File: src/rtl/mips_mem_pkg.sv
// Shared encodings for the load/store unit: access sizes, FSM states, RAM depth.
package mips_mem_pkg;

    localparam logic [1:0] SIZE_BYTE = 2'b00;
    localparam logic [1:0] SIZE_HALF = 2'b01;
    localparam logic [1:0] SIZE_WORD = 2'b10;

    localparam int DEPTH_DEFAULT = 64;

    typedef enum logic [1:0] {
        IDLE  = 2'd0,
        READ  = 2'd1,
        WRITE = 2'd2,
        RESP  = 2'd3
    } lsu_state_t;

endpackage

File: src/rtl/load_store_unit_if.sv
// Request/response bus between the EX/MEM stage (master) and the load/store unit (slave).
interface load_store_unit_if #(
    parameter int ADDR_W = 32
);
    logic              req_valid;
    logic              req_ready;
    logic              req_write;
    logic [1:0]        req_size;
    logic              req_unsigned;
    logic [ADDR_W-1:0] req_addr;
    logic [31:0]       req_wdata;
    logic              resp_valid;
    logic              resp_err;
    logic [31:0]       resp_rdata;

    modport master (
        output req_valid, req_write, req_size, req_unsigned, req_addr, req_wdata,
        input  req_ready, resp_valid, resp_err, resp_rdata
    );

    modport slave (
        input  req_valid, req_write, req_size, req_unsigned, req_addr, req_wdata,
        output req_ready, resp_valid, resp_err, resp_rdata
    );
endinterface

File: src/rtl/lsu_align.sv
// Big-endian lane extraction (with sign/zero extension) and lane merge for sub-word stores.
module lsu_align
    import mips_mem_pkg::*;
(
    input  logic [31:0] word,
    input  logic [1:0]  lane,
    input  logic [1:0]  size,
    input  logic        is_unsigned,
    input  logic [15:0] wdata,
    output logic [31:0] rdata,
    output logic [31:0] merged
);
    logic [4:0]  byte_sh;
    logic [4:0]  half_sh;
    logic [7:0]  byte_val;
    logic [15:0] half_val;

    // Lane 0 is the most significant byte, so the shift is 8*(3-lane).
    assign byte_sh  = {~lane, 3'b000};
    assign half_sh  = {~lane[1], 4'b0000};
    assign byte_val = word[byte_sh +: 8];
    assign half_val = word[half_sh +: 16];

    always_comb begin
        rdata  = word;
        merged = word;
        case (size)
            SIZE_BYTE: begin
                rdata = {{24{byte_val[7] & ~is_unsigned}}, byte_val};
                merged[byte_sh +: 8] = wdata[7:0];
            end
            SIZE_HALF: begin
                rdata = {{16{half_val[15] & ~is_unsigned}}, half_val};
                merged[half_sh +: 16] = wdata;
            end
            default: begin
                rdata  = word;
                merged = word;
            end
        endcase
    end
endmodule

File: src/rtl/load_store_unit.sv
// Load/store unit: converts byte/half/word requests into word RAM accesses, with
// read-modify-write for sub-word stores and rejection of misaligned/out-of-range requests.
module load_store_unit
    import mips_mem_pkg::*;
#(
    parameter int DEPTH  = DEPTH_DEFAULT,
    parameter int ADDR_W = 32
) (
    input  logic              Clk,
    input  logic              Rst_n,
    load_store_unit_if.slave  bus,
    output logic [ADDR_W-1:0] mem_address,
    output logic [31:0]       mem_wdata,
    input  logic [31:0]       mem_rdata,
    output logic              MemRead,
    output logic              MemWrite
);
    lsu_state_t  state;
    logic        ready_q;
    logic        resp_valid_q;
    logic        resp_err_q;
    logic [31:0] resp_rdata_q;

    logic        cap_write;
    logic [1:0]  cap_size;
    logic        cap_unsigned;
    logic [1:0]  cap_lane;
    logic [15:0] cap_wdata;

    logic        accept;
    logic        req_err;
    logic [31:0] load_data;
    logic [31:0] merged_word;

    assign bus.req_ready  = ready_q;
    assign bus.resp_valid = resp_valid_q;
    assign bus.resp_err   = resp_err_q;
    assign bus.resp_rdata = resp_rdata_q;

    assign accept  = bus.req_valid & ready_q;
    assign req_err = ((bus.req_size == SIZE_HALF) && bus.req_addr[0])
                   || ((bus.req_size == SIZE_WORD) && (bus.req_addr[1:0] != 2'b00))
                   || (bus.req_size == 2'b11)
                   || ((bus.req_addr >> 2) >= ADDR_W'(DEPTH));

    lsu_align u_align (
        .word        (mem_rdata),
        .lane        (cap_lane),
        .size        (cap_size),
        .is_unsigned (cap_unsigned),
        .wdata       (cap_wdata),
        .rdata       (load_data),
        .merged      (merged_word)
    );

    // Request fields are only consulted after acceptance, so they need no reset.
    always_ff @(posedge Clk) begin
        if (accept) begin
            cap_write    <= bus.req_write;
            cap_size     <= bus.req_size;
            cap_unsigned <= bus.req_unsigned;
            cap_lane     <= bus.req_addr[1:0];
            cap_wdata    <= bus.req_wdata[15:0];
        end
    end

    always_ff @(posedge Clk or negedge Rst_n) begin
        if (!Rst_n) begin
            state        <= IDLE;
            ready_q      <= 1'b1;
            resp_valid_q <= 1'b0;
            resp_err_q   <= 1'b0;
            resp_rdata_q <= '0;
            mem_address  <= '0;
            mem_wdata    <= '0;
            MemRead      <= 1'b0;
            MemWrite     <= 1'b0;
        end else begin
            case (state)
                IDLE: begin
                    if (accept) begin
                        ready_q <= 1'b0;
                        if (req_err) begin
                            resp_valid_q <= 1'b1;
                            resp_err_q   <= 1'b1;
                            resp_rdata_q <= '0;
                            state        <= RESP;
                        end else if (!bus.req_write || (bus.req_size != SIZE_WORD)) begin
                            mem_address <= bus.req_addr >> 2;
                            MemRead     <= 1'b1;
                            state       <= READ;
                        end else begin
                            mem_address <= bus.req_addr >> 2;
                            mem_wdata   <= bus.req_wdata;
                            MemWrite    <= 1'b1;
                            state       <= WRITE;
                        end
                    end
                end
                READ: begin
                    MemRead <= 1'b0;
                    if (cap_write) begin
                        mem_wdata <= merged_word;
                        MemWrite  <= 1'b1;
                        state     <= WRITE;
                    end else begin
                        resp_valid_q <= 1'b1;
                        resp_err_q   <= 1'b0;
                        resp_rdata_q <= load_data;
                        state        <= RESP;
                    end
                end
                WRITE: begin
                    MemWrite     <= 1'b0;
                    resp_valid_q <= 1'b1;
                    resp_err_q   <= 1'b0;
                    resp_rdata_q <= '0;
                    state        <= RESP;
                end
                RESP: begin
                    resp_valid_q <= 1'b0;
                    ready_q      <= 1'b1;
                    state        <= IDLE;
                end
                default: state <= IDLE;
            endcase
        end
    end
endmodule

File: src/flat_wrapper.sv
// flat-port wrapper written by rule: the top's interface ports become plain ports
module load_store_unit_flat import mips_mem_pkg::*;
#(
    parameter int DEPTH  = DEPTH_DEFAULT,
    parameter int ADDR_W = 32
)
  (Clk, Rst_n, mem_address, mem_wdata, mem_rdata, MemRead, MemWrite, bus_req_valid, bus_req_write, bus_req_size, bus_req_unsigned, bus_req_addr, bus_req_wdata, bus_req_ready, bus_resp_valid, bus_resp_err, bus_resp_rdata);
  load_store_unit_if #(.ADDR_W(ADDR_W)) bus_i ();
  input  logic Clk;
  input  logic Rst_n;
  output logic [ADDR_W-1:0] mem_address;
  output logic [31:0] mem_wdata;
  input  logic [31:0] mem_rdata;
  output logic MemRead;
  output logic MemWrite;
  input wire logic [$bits(bus_i.req_valid)-1:0] bus_req_valid;
  input wire logic [$bits(bus_i.req_write)-1:0] bus_req_write;
  input wire logic [$bits(bus_i.req_size)-1:0] bus_req_size;
  input wire logic [$bits(bus_i.req_unsigned)-1:0] bus_req_unsigned;
  input wire logic [$bits(bus_i.req_addr)-1:0] bus_req_addr;
  input wire logic [$bits(bus_i.req_wdata)-1:0] bus_req_wdata;
  output wire logic [$bits(bus_i.req_ready)-1:0] bus_req_ready;
  output wire logic [$bits(bus_i.resp_valid)-1:0] bus_resp_valid;
  output wire logic [$bits(bus_i.resp_err)-1:0] bus_resp_err;
  output wire logic [$bits(bus_i.resp_rdata)-1:0] bus_resp_rdata;
  assign bus_i.req_valid = bus_req_valid;
  assign bus_i.req_write = bus_req_write;
  assign bus_i.req_size = bus_req_size;
  assign bus_i.req_unsigned = bus_req_unsigned;
  assign bus_i.req_addr = bus_req_addr;
  assign bus_i.req_wdata = bus_req_wdata;
  assign bus_req_ready = bus_i.req_ready;
  assign bus_resp_valid = bus_i.resp_valid;
  assign bus_resp_err = bus_i.resp_err;
  assign bus_resp_rdata = bus_i.resp_rdata;
  load_store_unit #(.DEPTH(DEPTH), .ADDR_W(ADDR_W)) u_core (.Clk(Clk), .Rst_n(Rst_n), .bus(bus_i), .mem_address(mem_address), .mem_wdata(mem_wdata), .mem_rdata(mem_rdata), .MemRead(MemRead), .MemWrite(MemWrite));
endmodule
File: config.mk
export PLATFORM = sky130hd
export DESIGN_NAME = load_store_unit_flat
export DESIGN_NICKNAME = d
export VERILOG_FILES = /design/src/rtl/mips_mem_pkg.sv /design/src/rtl/load_store_unit_if.sv /design/src/rtl/lsu_align.sv /design/src/rtl/load_store_unit.sv /design/src/flat_wrapper.sv
export SDC_FILE = /design/constraint.sdc
export NUM_CORES = 1
export LEC_CHECK = 0
export ABC_AREA = 1
export BUFFER_PORTS_ARGS = -buffer_cell sky130_fd_sc_hd__clkbuf_2
export CAP_MARGIN = 15
export CELL_PAD_IN_SITES_DETAIL_PLACEMENT = 1
export CELL_PAD_IN_SITES_GLOBAL_PLACEMENT = 1
export CORE_UTILIZATION = 38
export DETAILED_ROUTE_END_ITERATION = 16
export HOLD_SLACK_MARGIN = 0.05
export PLACE_DENSITY = 0.83
export REMOVE_ABC_BUFFERS = 1
export SYNTH_ARGS = -nofsm -noshare
export SYNTH_HDL_FRONTEND = slang
export SYNTH_HIERARCHICAL = 1
export SYNTH_SLANG_ARGS = --single-unit
File: constraint.sdc
create_clock -name Clk -period 4 [get_ports Clk]
set_clock_uncertainty 0.15 [all_clocks]
set_input_delay 0.6 -clock Clk [delete_from_list [all_inputs] [get_ports Clk]]
set_output_delay 0.6 -clock Clk [all_outputs]
set_load 0.02 [all_outputs]
==> results of run 1 <==
## state kept, by name, indices dropped and copies added, names as in the netlist
register,cells
u_core/state,2
u_core/bus.resp_err,1
u_core/bus.resp_rdata,32
u_core/cap_unsigned,1
u_core/cap_lane,2
u_core/mem_address,30
u_core/cap_wdata,16
u_core/MemWrite,1
u_core/mem_wdata,32
u_core/bus.req_ready,1
u_core/cap_size,2
u_core/cap_write,1
u_core/bus.resp_valid,1
u_core/MemRead,1
## metal layers
metal	track usage	wire length [microns]
met2	0.414	12300
met3	0.0439	1080
met4	0.0905	588
met1	0.332	12000
met5	0	0
## cell usage in the layout (no fill, tap or decap), types with 9 or more instances in the layout
master	netlist	routed
inv_1	92	92
nand2_1	529	529
a21boi_0	21	21
buf_4	7	13
nand2_2	9	9
ha_1	10	9
nand3_1	62	62
nor2_1	37	37
edfxtp_1	22	22
clkbuf_16	0	18
dfrtp_1	100	100
nand3_2	21	21
o21a_1	9	9
clkbuf_2	1	200
nand4_1	34	34
o21ai_0	56	56
o21ai_1	12	12
## worst max path at each step
| stage | slack, ns | cells past startpoint | endpoint |
|---|---|---|---|
| global placement | 1.17 | 10 | u_core/bus.resp_rdata[25] |
| global route | 0.84 | 9 | u_core/bus.resp_rdata[24] |
| detailed placement | 1.09 | 10 | u_core/bus.resp_rdata[28] |
| finish | 1.07 | 8 | u_core/bus.resp_rdata[25] |
| CTS | 1.08 | 8 | u_core/bus.resp_rdata[25] |
| floorplan | -0.38 | 7 | u_core/mem_wdata[0] |
## cell families (layout without fill, tap and decap cells)
family	Yosys count	after routing
AO/OA/AOI/OAI	110	110
adder cells (fa/ha/maj)	10	10
buffers and inverters	162	344
flip-flops	123	123
other	1	3
AND/OR/NAND/NOR	708	708
## metrics by stage
step	area (sq um)	utilization
floorplan	7450	-
global placement	8880	0.439
detailed placement	8880	0.439
CTS	9440	0.467
global route	9450	0.467
finish	9450	0.467
## cell type report
class | count | area, sq um | area share
diodes | 1 | 2.50 | 0.000265
clock buffers | 19 | 454 | 0.0481
clock inverters | 13 | 105 | 0.0111
inverters | 99 | 379 | 0.0401
multi-input cells | 830 | 3880 | 0.411
flip-flops and latches | 123 | 3190 | 0.338
well taps | 270 | 338 | 0.0358
repair buffers | 213 | 1100 | 0.116
## worst max-delay path: stages, from the launching register on
cell	delay [ns]
dfrtp_1	0.39
inv_1	0.11
ha_1	0.39
nand2_2	0.25
nand2_1	0.09
inv_2	0.42
nand3_2	0.64
nand2_1	0.23
nand2_1	0.10
## report_power, final
part	total [mW]	internal [mW]	switching (mW)	leakage, nW
Combinational	0.177	0.0697	0.108	3.84
Sequential	1.28	1.28	0	1.61
Clock	1.48	0.843	0.640	0.276
Total	2.94	2.19	0.748	5.72
==> summary.txt, run 1 <==
Final layout
  • Layout cells sized above 1: 0.228
  • # fillers: between 2k and 3k
  • Fin nets: around 1.4k
  • Final std cells w/o fill: 1568
  • Layout area overhead: 20.7%

Synthesis
  • Register bit total from synthesis: between 100 and 150
  • Post-synthesis xor/xnor area fraction: 0
  • Count leader, synth: nand2_1
  • Cell area after synthesis: 7830 sq um
  • Post-synth top cells: 529 x nand2_1, 100 x dfrtp_1, 92 x inv_1, 62 x nand3_1, 56 x o21ai_0
  • Post-Synth Simple-Gate Area: 0.395
  • Avg Inst Size Synth: 7.03 sq um
  • Yosys warns: 6
  • Register area share after synthesis: 0.407
  • Async S/R FF share, synth: 0.821
  • Post-synthesis compound-gate area fraction: 0.0833
  • Main synth FF type: dfrtp_1
  • Syn Inst Count: roughly 1.1k
  • Yosys cell types: between 40 and 50
  • Post-synth EDFFs: 22
  • Largest family of logic cells by synthesized area: simple AND/OR/NAND/NOR gates
  • Mux cell area share after synthesis: 0
  • Synth area leader: dfrtp_1
  • Synth top area share: 0.320
  • Largest cells by area after synthesis: dfrtp_1 32%, nand2_1 25%, edfxtp_1 8.4%
  • Adder-cell share of the synthesized area: 0.0160

Route
  • DR vias/cell: 5.00
  • Via Count: between 7k and 8k
  • Wirelength per Cell: 16.6 microns
  • DRC errors left: 0
  • Antenna viol nets, final: 0
  • Iter 0 DRT Violations: 581
  • Drt total wl: 26.0 mm
  • Pre-antenna DRT Iters: 5

Timing
  • Final setup fails: 0
  • Final setup TNS: 0 ns
  • Fmax: 341 MHz
  • Slew Viols, Final: 0
  • RSZ-0062 raised after global routing: false
  • Worst Max-Slew Pin Slew: ~0.80 ns
  • Fin worst setup slack: roughly 1.1 ns
  • Final hold vios: 0
  • Slew Limit Headroom: 0.464
  • Final period util: 0.733
  • Hold WS: 0.0909 ns
  • Fin crit period: 2.93 ns

Clocking
  • Setup repair bufs after CTS: 0
  • H-tree depth: 4
  • TritonCTS buffer count: 17
  • Clock sinks: 123
  • Hold buffer count at cts: 0
  • Clk slew on worst S/H paths: about 0.06 ns
  • Post_cts resized: 0
  • CTS root buffer: clkbuf_16
  • CTS tree: done
  • Worst-Skew Late Latency: roughly 0.42 ns
  • Clock Tree Buf Depth: 2

Floorplan
  • Core area: 20200 sq um
  • Row cnt: 52
  • Die area: 21200 sq um
  • IO Pins: about 200
  • Initial Utilization: 0.387
  • Die Height: 146 microns
  • Die width: 146 microns

Setup path
  • Crit path DAT: 3.07 ns
  • Crit Path Class: register to register
  • Cells on worst reg2reg path: 8
  • R2R setup slack: 1.07 ns
  • CP Launch Type: register
  • Reg2reg end: u_core/bus.resp_rdata[25]
  • Launch point of the worst reg-to-reg path: u_core/state[0]
  • Crit path launch: u_core/state[0]
  • Worst Path Required: about 4.1 ns
  • Nature of the critical path endpoint: register
  • Worst-path fanout max: 35

Global routing
  • Initial antenna violation count: 1
  • Total track usage: 0.251
  • Pin count of the biggest net entering global routing: 66
  • Number of global-route vias before repair: 8019
  • Overflow after GRT: 0
  • First-pass GRT wire length: 42.4 mm

Power
  • Power density over the cells: 311 nW/um^2
  • Worst vdd ir: 0.000285 V
  • Pleak: 5.72 nW
  • Total power draw: between 2 and 3 mW

Placement
  • Post-Place Cells: 1535
  • HPWL after DPL: about 18 mm
  • Placement Setup Slack: 1.09 ns
  • I/O Buffers: 201
  • Routability Congestion: 0.875

Job
  • Number of max-cap violations: 0

Status
  • Status: finished clean

Worst hold path
  • Hold crit path type: primary input to asynchronous set/reset pin
No activity file was read; power rests on OpenSTA's default activity.
==> inputs of run 2 (changes only) <==
--- a/config.mk
+++ b/config.mk
@@ -10,10 +10,10 @@
 export CAP_MARGIN = 15
 export CELL_PAD_IN_SITES_DETAIL_PLACEMENT = 1
 export CELL_PAD_IN_SITES_GLOBAL_PLACEMENT = 1
-export CORE_UTILIZATION = 38
+export CORE_UTILIZATION = 34
 export DETAILED_ROUTE_END_ITERATION = 16
 export HOLD_SLACK_MARGIN = 0.05
-export PLACE_DENSITY = 0.83
+export PLACE_DENSITY = 0.79
 export REMOVE_ABC_BUFFERS = 1
 export SYNTH_ARGS = -nofsm -noshare
 export SYNTH_HDL_FRONTEND = slang
==> constraint.sdc (replaced) <==
create_clock -name Clk -period 2.4 [get_ports Clk]
set_clock_uncertainty 0.15 [all_clocks]
set_input_delay 0.36 -clock Clk [delete_from_list [all_inputs] [get_ports Clk]]
set_output_delay 0.36 -clock Clk [all_outputs]
set_load 0.02 [all_outputs]
==> run 2 against run 1 <==
Sequential power is 66% higher. Utilization down 2.1 points. Sequential cell count is the same. Total power grew 75%. Non-clock buffer count grew 59. Die area up 12%. Clock power rose by 80%.
==> summary.txt, run 2 (synthesis results as in run 1) <==
Final layout
  • Reg area: 3190 sq um
  • Commonest cells after routing, fill and taps aside: 529 x nand2_1, 200 x clkbuf_2, 100 x dfrtp_1, 92 x inv_1, 62 x nand3_1
  • Most common cell after layout, fill and taps aside: nand2_1
  • Layout area overhead: 29.0%
  • # fillers: 2899
  • Ant diodes: 0
  • Multi-input logic area: 3880 sq um
  • Fin nets: between 1k and 1.5k
  • Layout cells sized above 1: 0.241

Route
  • Iter 0 DRT Violations: 500
  • DRC errors left: 0
  • Pre-antenna DRT Iters: 7
  • DR vias/cell: approximately 5
  • Wirelength per Cell: 17.0 microns
  • Antenna viol nets, final: 0
  • Drt total wl: 27.9 mm
  • Via Count: 8081

Timing
  • Final setup fails: 0
  • Worst Max-Slew Pin Slew: 0.488 ns
  • RSZ-0062 raised after global routing: false
  • Fin worst setup slack: 0.181 ns
  • Slew Limit Headroom: 0.671
  • Slew Viols, Final: 0
  • Fmax: 451 MHz
  • Fin crit period: between 2 and 2.5 ns
  • Final setup TNS: 0 ns
  • Final period util: 0.925
  • Final hold vios: 0

Setup path
  • Max incr delay on CP: roughly 0.41 ns
  • CP Launch Type: register
  • Crit Path Class: register to register
  • Crit-path slowest cell: dfrtp_1
  • Worst-path fanout max: 31
  • Worst Path Required: 2.61 ns
  • Crit path cell chain: inv_1 > ha_1 > inv_1 > a21oi_2 > buf_4 > nand3_1 > nand2_1
  • Crit path DAT: 2.43 ns
  • Most used cell, CP: inv_1
  • Nature of the critical path endpoint: register

Clocking
  • Clock Tree Buf Depth: 2
  • TritonCTS buffer count: 17
  • Clock sinks: around 120
  • Post_cts resized: 0
  • Clk slew on worst S/H paths: 0.07 ns
  • H-tree depth: 4
  • CTS tree: done
  • CTS root buffer: clkbuf_16
  • Worst-Skew Late Latency: 0.42 ns

Placement
  • Placement Setup Slack: 0.230 ns
  • Routability Congestion: 0.889
  • I/O Buffers: approximately 200
  • HPWL after DPL: 20.1 mm

Floorplan
  • Die Height: between 150 and 200 microns
  • Core area: approximately 23000 sq um
  • Die area: 23600 sq um
  • IO Pins: 204
  • Row cnt: 55
  • Die width: 154 microns
  • Initial Utilization: 0.346

Status
  • Status: finished clean

Job
  • Number of max-cap violations: 0

Power
  • Worst vdd ir: 0.000402 V
  • Total power draw: ~5.1 mW
  • Power density over the cells: 509 nW/um^2
  • Pleak: 6.04 nW

Global routing
  • First-pass GRT wire length: 45.6 mm
  • Initial antenna violation count: 0
  • Total track usage: 0.244
  • Number of global-route vias before repair: 8444
  • Overflow after GRT: 0
  • Pin count of the biggest net entering global routing: between 50 and 60

Worst hold path
  • Hold crit path type: primary input to register
==> run 2: cell count changes in the layout (fill, tap and decap cells not counted), sizes merged <==
| cell | previous run | this run |
|---|---|---|
| clkinvlp | 1 | 0 |
| clkbuf | 219 | 218 |
| diode | 1 | 0 |
| bufinv | 0 | 1 |
| inv | 105 | 109 |
| buf | 13 | 43 |
| dlygate4sd3 | 0 | 29 |
| clkinv | 6 | 3 |
==> run 2: area by class of cell <==
cell class,instances,area share
tap,285,0.0353
timing repair buffer,272,0.168
multi-input combinational,830,0.384
clock inverter,14,0.0144
inverter,99,0.0375
clock buffer,18,0.0446
sequential,123,0.316
==> run 2: worst paths after layout <==
| check | start | to | slack [ns] | cells past startpoint |
|---|---|---|---|---|
| hold / removal | bus_req_valid | u_core/bus.req_ready | 0.1 | 3 |
| max in group asynchronous | Rst_n | u_core/mem_wdata[16] | 1.42 | 3 |
| setup / recovery | u_core/state[0] | u_core/mem_wdata[6] | 0.18 | 7 |
| hold reg to reg | u_core/mem_address[24] | u_core/mem_address[24] | 0.32 | 2 |
| setup reg to reg | u_core/state[0] | u_core/mem_wdata[6] | 0.18 | 7 |
| min in group asynchronous | Rst_n | u_core/mem_address[5] | 0.15 | 2 |
==> run 2: worst max-delay path, delay by kind of cell, from the launching register on <==
kind | cells | cell delay [ns]
flops | 1 | 0.41
compound gates | 1 | 0.26
simple gates | 2 | 0.24
buf+inv | 3 | 0.67
fa+ha+maj | 1 | 0.39
==> run 2: per-stage QoR <==
| stage | instance area, sq um | utilization | cells | hold WS, ns |
|---|---|---|---|---|
| after floorplan | 7450 | - | 1052 | -0.0856 |
| after global placement | 9210 | 0.407 | 1579 | 0.0399 |
| after detailed placement | 9210 | 0.407 | 1579 | 0.0398 |
| after CTS | 10100 | 0.445 | 1639 | 0.0539 |
| after global routing | 10100 | 0.446 | 1641 | 0.0860 |
| final | 10100 | 0.446 | 1641 | 0.0998 |
==> run 2: repair_timing <==
item,in CTS,in global routing
endpoints found under the setup margin,0,1
hold buffers,28,1
setup buffers,0,1
hold endpoints to repair,127,1
==> run 2: per-layer routing <==
| metal | GRT usage | up-vias | share of wire |
|---|---|---|---|
| met3 | 0.0496 | 25 | 0.045 |
| met5 | 0 | - | 0 |
| met2 | 0.407 | 194 | 0.47 |
| met4 | 0.0719 | 0 | 0.019 |
| met1 | 0.319 | 3894 | 0.46 |
| li1 | - | 3968 | - |
==> run 2: power breakdown <==
group,switching (mW),leakage (nW),internal (mW)
clock network,1.14,0.298,1.53
registers,0,1.61,2.12
logic,0.197,4.14,0.153
